$ cat config.mk
export PLATFORM = sky130hd
export DESIGN_NAME = dmem_arbiter
export DESIGN_NICKNAME = d
export VERILOG_FILES = /design/src/rtl/dmem_arb_pkg.sv /design/src/rtl/dmem_arb_starve_ctr.sv /design/src/rtl/dmem_arbiter.sv
export SDC_FILE = /design/constraint.sdc
export NUM_CORES = 1
export LEC_CHECK = 0
export CORE_AREA = 4 4 115 117
export DETAILED_ROUTE_END_ITERATION = 10
export DIE_AREA = 0 0 119 121
export DONT_BUFFER_PORTS = 1
export GPL_ROUTABILITY_DRIVEN = 0
export HOLD_SLACK_MARGIN = 0.08
export PLACE_DENSITY = 0.3
export SKIP_CTS_REPAIR_TIMING = 1
export SKIP_LAST_GASP = 1
export SYNTH_ARGS = -nofsm -noshare
export SYNTH_HDL_FRONTEND = slang
export SYNTH_HIERARCHICAL = 1
export SYNTH_SLANG_ARGS = --single-unit
$ cat constraint.sdc
create_clock -name CLK -period 2.2 [get_ports CLK]
set_input_delay 0.55 -clock CLK [delete_from_list [all_inputs] [get_ports CLK]]
set_output_delay 0.55 -clock CLK [all_outputs]
set_load 0.005 [all_outputs]
$ cat src/rtl/dmem_arb_pkg.sv
// Shared types and defaults for the data-memory arbiter.
// Imported by the arbiter top and its starvation counter.
package dmem_arb_pkg;

  typedef enum logic {
    ARB_CORE = 1'b0,
    ARB_DMA  = 1'b1
  } arb_state_t;

  localparam int DEF_MAX_WAIT  = 4;
  localparam int DEF_BURST_LEN = 2;

endpackage

$ cat src/rtl/dmem_arb_starve_ctr.sv
// Counts consecutive denied DMA cycles, saturating at MAX_WAIT.
// Flags the denial that reaches the forced-window threshold.
module dmem_arb_starve_ctr #(
  parameter int MAX_WAIT = 4
) (
  input  logic clk,
  input  logic rst,
  input  logic dma_req,
  input  logic dma_gnt,
  output logic starved
);

  localparam int WW = $clog2(MAX_WAIT + 1);
  localparam logic [WW-1:0] THR = WW'(MAX_WAIT - 1);
  localparam logic [WW-1:0] SAT = WW'(MAX_WAIT);

  logic [WW-1:0] wait_cnt;
  logic          denied;

  assign denied  = dma_req & ~dma_gnt;
  assign starved = denied & (wait_cnt == THR);

  always_ff @(posedge clk) begin
    if (rst) begin
      wait_cnt <= '0;
    end else if (!denied) begin
      wait_cnt <= '0;
    end else if (wait_cnt != SAT) begin
      wait_cnt <= wait_cnt + WW'(1);
    end
  end

endmodule

$ cat src/rtl/dmem_arbiter.sv
// Data-memory arbiter between the MEM stage and a DMA/loader port.
// Core wins by default; a starved DMA gets a forced window.
module dmem_arbiter
  import dmem_arb_pkg::*;
#(
  parameter int AW        = 32,
  parameter int DW        = 32,
  parameter int MAX_WAIT  = DEF_MAX_WAIT,
  parameter int BURST_LEN = DEF_BURST_LEN
) (
  input  logic          CLK,
  input  logic          RST,
  input  logic          CoreReq,
  input  logic          CoreWE,
  input  logic [AW-1:0] CoreA,
  input  logic [DW-1:0] CoreWD,
  output logic [DW-1:0] CoreRD,
  output logic          StallCore,
  input  logic          DmaReq,
  input  logic          DmaWE,
  input  logic [AW-1:0] DmaA,
  input  logic [DW-1:0] DmaWD,
  output logic          DmaAck,
  output logic [DW-1:0] DmaRD,
  output logic          MemWE,
  output logic [AW-1:0] MemA,
  output logic [DW-1:0] MemWD,
  input  logic [DW-1:0] MemRD,
  output logic          ForcedWin
);

  localparam int BW = $clog2(BURST_LEN + 1);

  arb_state_t    state, state_nx;
  logic [BW-1:0] burst_cnt, burst_nx;
  logic          core_gnt, dma_gnt;
  logic          starved;

  dmem_arb_starve_ctr #(
    .MAX_WAIT (MAX_WAIT)
  ) u_starve (
    .clk     (CLK),
    .rst     (RST),
    .dma_req (DmaReq),
    .dma_gnt (dma_gnt),
    .starved (starved)
  );

  // In the forced window the core is locked out even if DMA idles.
  always_comb begin
    core_gnt = 1'b0;
    dma_gnt  = 1'b0;
    if (!RST) begin
      unique case (state)
        ARB_CORE: begin
          core_gnt = CoreReq;
          dma_gnt  = ~CoreReq & DmaReq;
        end
        ARB_DMA: dma_gnt = DmaReq;
        default: ;
      endcase
    end
  end

  always_comb begin
    state_nx = state;
    burst_nx = burst_cnt;
    unique case (state)
      ARB_CORE: begin
        if (starved) begin
          state_nx = ARB_DMA;
          burst_nx = BW'(BURST_LEN);
        end
      end
      ARB_DMA: begin
        burst_nx = burst_cnt - BW'(1);
        if (burst_cnt == BW'(1) || !DmaReq) state_nx = ARB_CORE;
      end
      default: ;
    endcase
  end

  always_ff @(posedge CLK) begin
    if (RST) begin
      state     <= ARB_CORE;
      burst_cnt <= '0;
    end else begin
      state     <= state_nx;
      burst_cnt <= burst_nx;
    end
  end

  assign DmaAck    = dma_gnt;
  assign StallCore = CoreReq & ~core_gnt & ~RST;
  assign MemA      = dma_gnt ? DmaA  : CoreA;
  assign MemWD     = dma_gnt ? DmaWD : CoreWD;
  assign MemWE     = (dma_gnt & DmaWE) | (core_gnt & CoreWE);
  assign CoreRD    = MemRD;
  assign DmaRD     = MemRD;
  assign ForcedWin = (state == ARB_DMA);

endmodule

==> run metrics <==
status complete, no violations; CP endpoint kind output pin; post-place setup slack roughly 140 ps; filler instances roughly 1,400; Max Cap Viol 0; most frequent cells after synthesis buf_4 (64), mux2_4 (49), mux2_2 (15); period utilization a little over nine tenths; Longest Clk Path Bufs 2; First-pass DRT Iterations 4; CTS tree yes; vias post-DR a little over 1,000; count leader, synth buf_4; met2 Track Usage GR between 7 and 8%; core area about 0.012 sq mm; Clk Tree Root Cell clkbuf_16; Cell Area, Placed between 0.0015 and 0.002 sq mm; initial antenna violation count 1; Total GRT Usage roughly 4.8%; number of global-route vias before repair a little over 900; sequential fraction of the synthesis area under 10%; placed cells roughly 280; RSZ-0062 raised after global routing true; Area growth, synth to finish -7.70%; PD cells around 380 mW/mm^2; first-pass GRT wire length between 5 and 6 mm; DR DRC count 0; Final min period approximately 2100 ps; Iter 0 DRT Violations 28; Inserted Diodes 0; total leakage power between 0.7 and 0.8 nW; setup ws final roughly 73 ps; # IOs a little under 300; FF-to-FF Start ForcedWin$_SDFF_PP0_; average wire per standard cell 17.3 um; top cells by area, synth mux2_4 (41%), buf_4 (27%), mux2_2 (9.4%), dfxtp_1 (6.7%), buf_6 (3.7%); CTS clk-pin slew, worst paths around 30 ps; GRT overflow 0; Die W 119 um; actual slew at the worst max-slew pin around 210 ps; Sink Count 6; # setup viols final 0; Cell variety after synth 22; kind of critical path reg2out; Die H roughly 120 um; Slowest cell on crit path mux2_4; R2R Setup Slk ~470 ps; Hold Path Class in2reg; IR drop worst, VDD between 0.0003 and 0.0004 V; Initial Util 14.6%; Yosys Warn Count 6; final WL between 4 and 5 mm; nets 286; syn nets 345; cells after synthesis between 150 and 200; via/cell ratio 3.55; Worst Setup Start Kind flop; Avg Inst Size Synth 10.3 sq um; EDFF count, synth 0; Max Clock Freq between 0.4 and 0.5 GHz; Slew HR ~86%; PortBufs 0; Async S/R FF share, synth 0%; worst-path fanout max 18; Layout Utilization around 13%; final hold violation count 0; Hold Path Origin RST; top_reg_cell synth dfxtp_1; antenna viol nets, final 0; post-route insts no fill between 200 and 300; CTS H-tree lvls 1; CTS buffer count 3; CP cell instances nand2b_1 -> nand3b_1 -> buf_4 -> clkbuf_16 -> mux2_4; met1 Usage GRT 5.55%; Critical Path AT between 1500 and 2000 ps; fraction of layout cells with a size suffix above 1 between 60% and 70%; pin count of the biggest net entering global routing 37; Critical Path RT around 1700 ps; Hold Crit Depth 1; die area roughly 0.014 sq mm; fin. max-slew vios 0; synthesized area about 0.0018 sq mm; met3 GRT Util ~3.2%; worst skew pair latency around 230 ps; busiest grt layer met2; clock skew ~1.2 ps; FF+latch count, synth 6; largest area contributor in the netlist mux2_4; Final Cell Area 0.00167 sq mm; CP startpoint ForcedWin$_SDFF_PP0_; Rows slightly above 40; Max stage delay on crit path about 320 ps; post-synth top area share around two fifths; reg2reg path depth 7
per-stage QoR:
stage	TNS [ps]	power, mW	hold WS, ps
final	0	0.627	393
after global routing	-231	0.654	393
after CTS	0	0.622	389
after detailed placement	0	0.324	481
after global placement	0	0.325	479
after floorplan	0	0.395	459
kinds of logic after synthesis:
| logic type | after synthesis | share of synthesized area, % |
|---|---|---|
| buf+inv | 76 | 31.7 |
| simple gates | 17 | 5.83 |
| fa+ha+maj | 4 | 2.77 |
| compound gates | 7 | 2.36 |
| mux | 65 | 50.7 |
| flops | 6 | 6.66 |
layout make-up:
cell class | count | area (sq um) | share of cell area [%]
Clock buffer | 3 | 75.1 | 4.51
Inverter | 5 | 18.8 | 1.13
Multi-Input combinational cell | 93 | 1110 | 66.8
Sequential cell | 6 | 120 | 7.21
Timing Repair Buffer | 7 | 124 | 7.44
Tap cell | 172 | 215 | 12.9
power breakdown:
| part | internal, mW | switching, mW |
|---|---|---|
| Clock | 0.233 | 0.0590 |
| Sequential | 0.112 | 0.00179 |
| Combinational | 0.137 | 0.0845 |
| Total | 0.482 | 0.145 |
path summary, 6_finish.rpt:
| check | end |
|---|---|
| worst min register to register | u_starve/wait_cnt[1]$_SDFFE_PP0P_ |
| worst max register to register | u_starve/wait_cnt[0]$_SDFFE_PP0P_ |
| worst min-delay path | ForcedWin$_SDFF_PP0_ |
| worst max-delay path | MemWD[13] |
sequential cells by signal, summed over array words and instances, names as in the netlist:
register           count
ForcedWin              1
burst_cnt              2
u_starve/wait_cnt      3
metal layers:
| metal | wire length [um] | vias to the layer above |
|---|---|---|
| li1 | - | 418 |
| met1 | 1870 | 444 |
| met2 | 2280 | 146 |
| met3 | 761 | 4 |
| met4 | 8 | 2 |
| met5 | 20 | - |
critical path, delay by kind of cell, from the launching register on:
kind                   cells  cell delay, ps
and+or+nand+nor            2             340
DFF                        1             300
muxes                      1             320
buffers and inverters      2             390
layout by cell type, fill, tap and decap left out, types with 2 or more instances in the layout:
cell type / n
clkbuf_16: 5
nor3_1: 2
ha_1: 4
buf_4: 2
a21oi_1: 5
nor2_1: 2
dfxtp_1: 6
inv_1: 5
mux2_4: 49
nand2b_1: 2
mux2_2: 15
nand3_1: 3
nand3b_1: 3
(Power assumes the default switching activity.)
==> RTL edit, RTL diff (same flow settings) <==
Make the reset (`RST` and `rst`) asynchronous in 2 clocked blocks.
--- a/src/rtl/dmem_arb_starve_ctr.sv
+++ b/src/rtl/dmem_arb_starve_ctr.sv
@@ -20,7 +20,7 @@
   assign denied  = dma_req & ~dma_gnt;
   assign starved = denied & (wait_cnt == THR);
 
-  always_ff @(posedge clk) begin
+  always_ff @(posedge clk or posedge rst) begin
     if (rst) begin
       wait_cnt <= '0;
     end else if (!denied) begin
--- a/src/rtl/dmem_arbiter.sv
+++ b/src/rtl/dmem_arbiter.sv
@@ -80,7 +80,7 @@
     endcase
   end
 
-  always_ff @(posedge CLK) begin
+  always_ff @(posedge CLK or posedge RST) begin
     if (RST) begin
       state     <= ARB_CORE;
       burst_cnt <= '0;
Behaviour: differs if RST is asserted again (counterexample within 10 cycles, from zero or initial values and one cycle with RST high); with RST held inactive, the same outputs for 10 cycles.
==> RTL edit against the unedited design <==
- total power up 16%
- cell area fell by 0.60%
- clock skew decreased by 0.00097 ns
- sequential power increased by 34%
- worst setup slack gained 0.0020 ns
- sequential cell count unchanged
- routed wire length down 1.8%
- synthesized area is 1.0% higher
- largest power group is now combinational logic
==> RTL edit: results (changes against the unedited design) <==
status=completed; Worst Path Max Fanout=11 (-7); Primary FF master, synth=dfrtp_1; Slew @ Worst Pin=0.215 ns (+0.00245 ns); DR vias/cell=3.52 (-0.69%); reg2reg start=ForcedWin; HPWL after DPL=4.25 mm; clock share of power=39.4% (-7.2 points); vias in the first global route=1,011 (+8.2%); Peak VDD IR=0.000198 V (-39%); Commonest cells post-synth=buf_4, mux2_4, mux2_2, inv_1; initial antenna violation count=0 (-1); Synth Net Count=346 (+0.29%); ys async rst share=100% (+100 points); global-route wire length before repair=5.76 mm (+9.2%); largest net degree at the start of global routing=44 (+19%); fin area=1660 µm² (-0.60%); clock skew=0.000184 ns (-0.000973 ns); post-synthesis sequential area ratio=8.24% (+1.6 points); unique cell type count in the Yosys netlist=20 (-9.1%); final total power=729 µW (+16%); internal power=543 µW (+13%); Iter 0 DRT Violations=19 (-32%); power in sequential cells=151 µW (+34%); synth top area cells=mux2_4, buf_4, mux2_2; Placed Area=1550 µm² (+2.2%); leakage=0.000796 µW (+3.7%); pre-CTS setup slack=0.153 ns (+0.0114 ns)
[RTL edit: cell count changes in the layout (fill, tap and decap cells not counted), sizes merged, moves of 2 or more]
cell	change
dfrtp	+6
dfxtp	-6
inv	+4
and3b	-2
nand3b	-2
nor3	-2
[RTL edit: final timing paths]
path,endpoint,slack (ns),depth (start not counted)
max,MemA[31],0.07,4
max reg2reg,burst_cnt[0],0.40,8
min in group CLK,ForcedWin,0.49,2
max in group asynchronous,burst_cnt[1],1.90,1
min,u_starve/wait_cnt[2],0.09,1
min reg2reg,burst_cnt[1],0.52,2
[RTL edit: critical path, stage by stage (launching register included)]
cell and delay, ns:
dfrtp_1 0.36, nand2b_1 0.19, nand3_4 0.17, buf_4 0.26, mux2_2 0.37
[RTL edit: area by class of cell]
cell class                      instances  area (µm²)
Multi-Input combinational cell         90        1100
Timing Repair Buffer                    6        82.6
Tap cell                              172         215
Fill cell                            1383       10700
Sequential cell                         6         150
Clock buffer                            3        75.1
Inverter                                9        33.8
[RTL edit: metrics by stage]
step	setup TNS, ns	instances
2_1_floorplan	0	176
6_report	0	286
5_1_grt	-0.0224	286
4_1_cts	0	285
3_5_place_dp	0	282
3_3_place_gp	0	282
[RTL edit: kinds of logic after synthesis]
logic type	count (synthesis)	synth area share (%)
buffers and inverters	80	32.2
muxes	65	50.2
and+or+nand+nor	13	3.71
AOI/OAI and AO/OA	8	2.88
DFF	6	8.24
adders and majority gates	4	2.75
[RTL edit: per-layer routing]
metal | track usage [%] | share of wire (%) | up-vias
li1 | - | - | 408
met1 | 5.68 | 33 | 424
met2 | 7.17 | 47 | 173
met3 | 4.76 | 20 | 2
met4 | 1.52 | 0.39 | 0
met5 | 0 | 0 | -
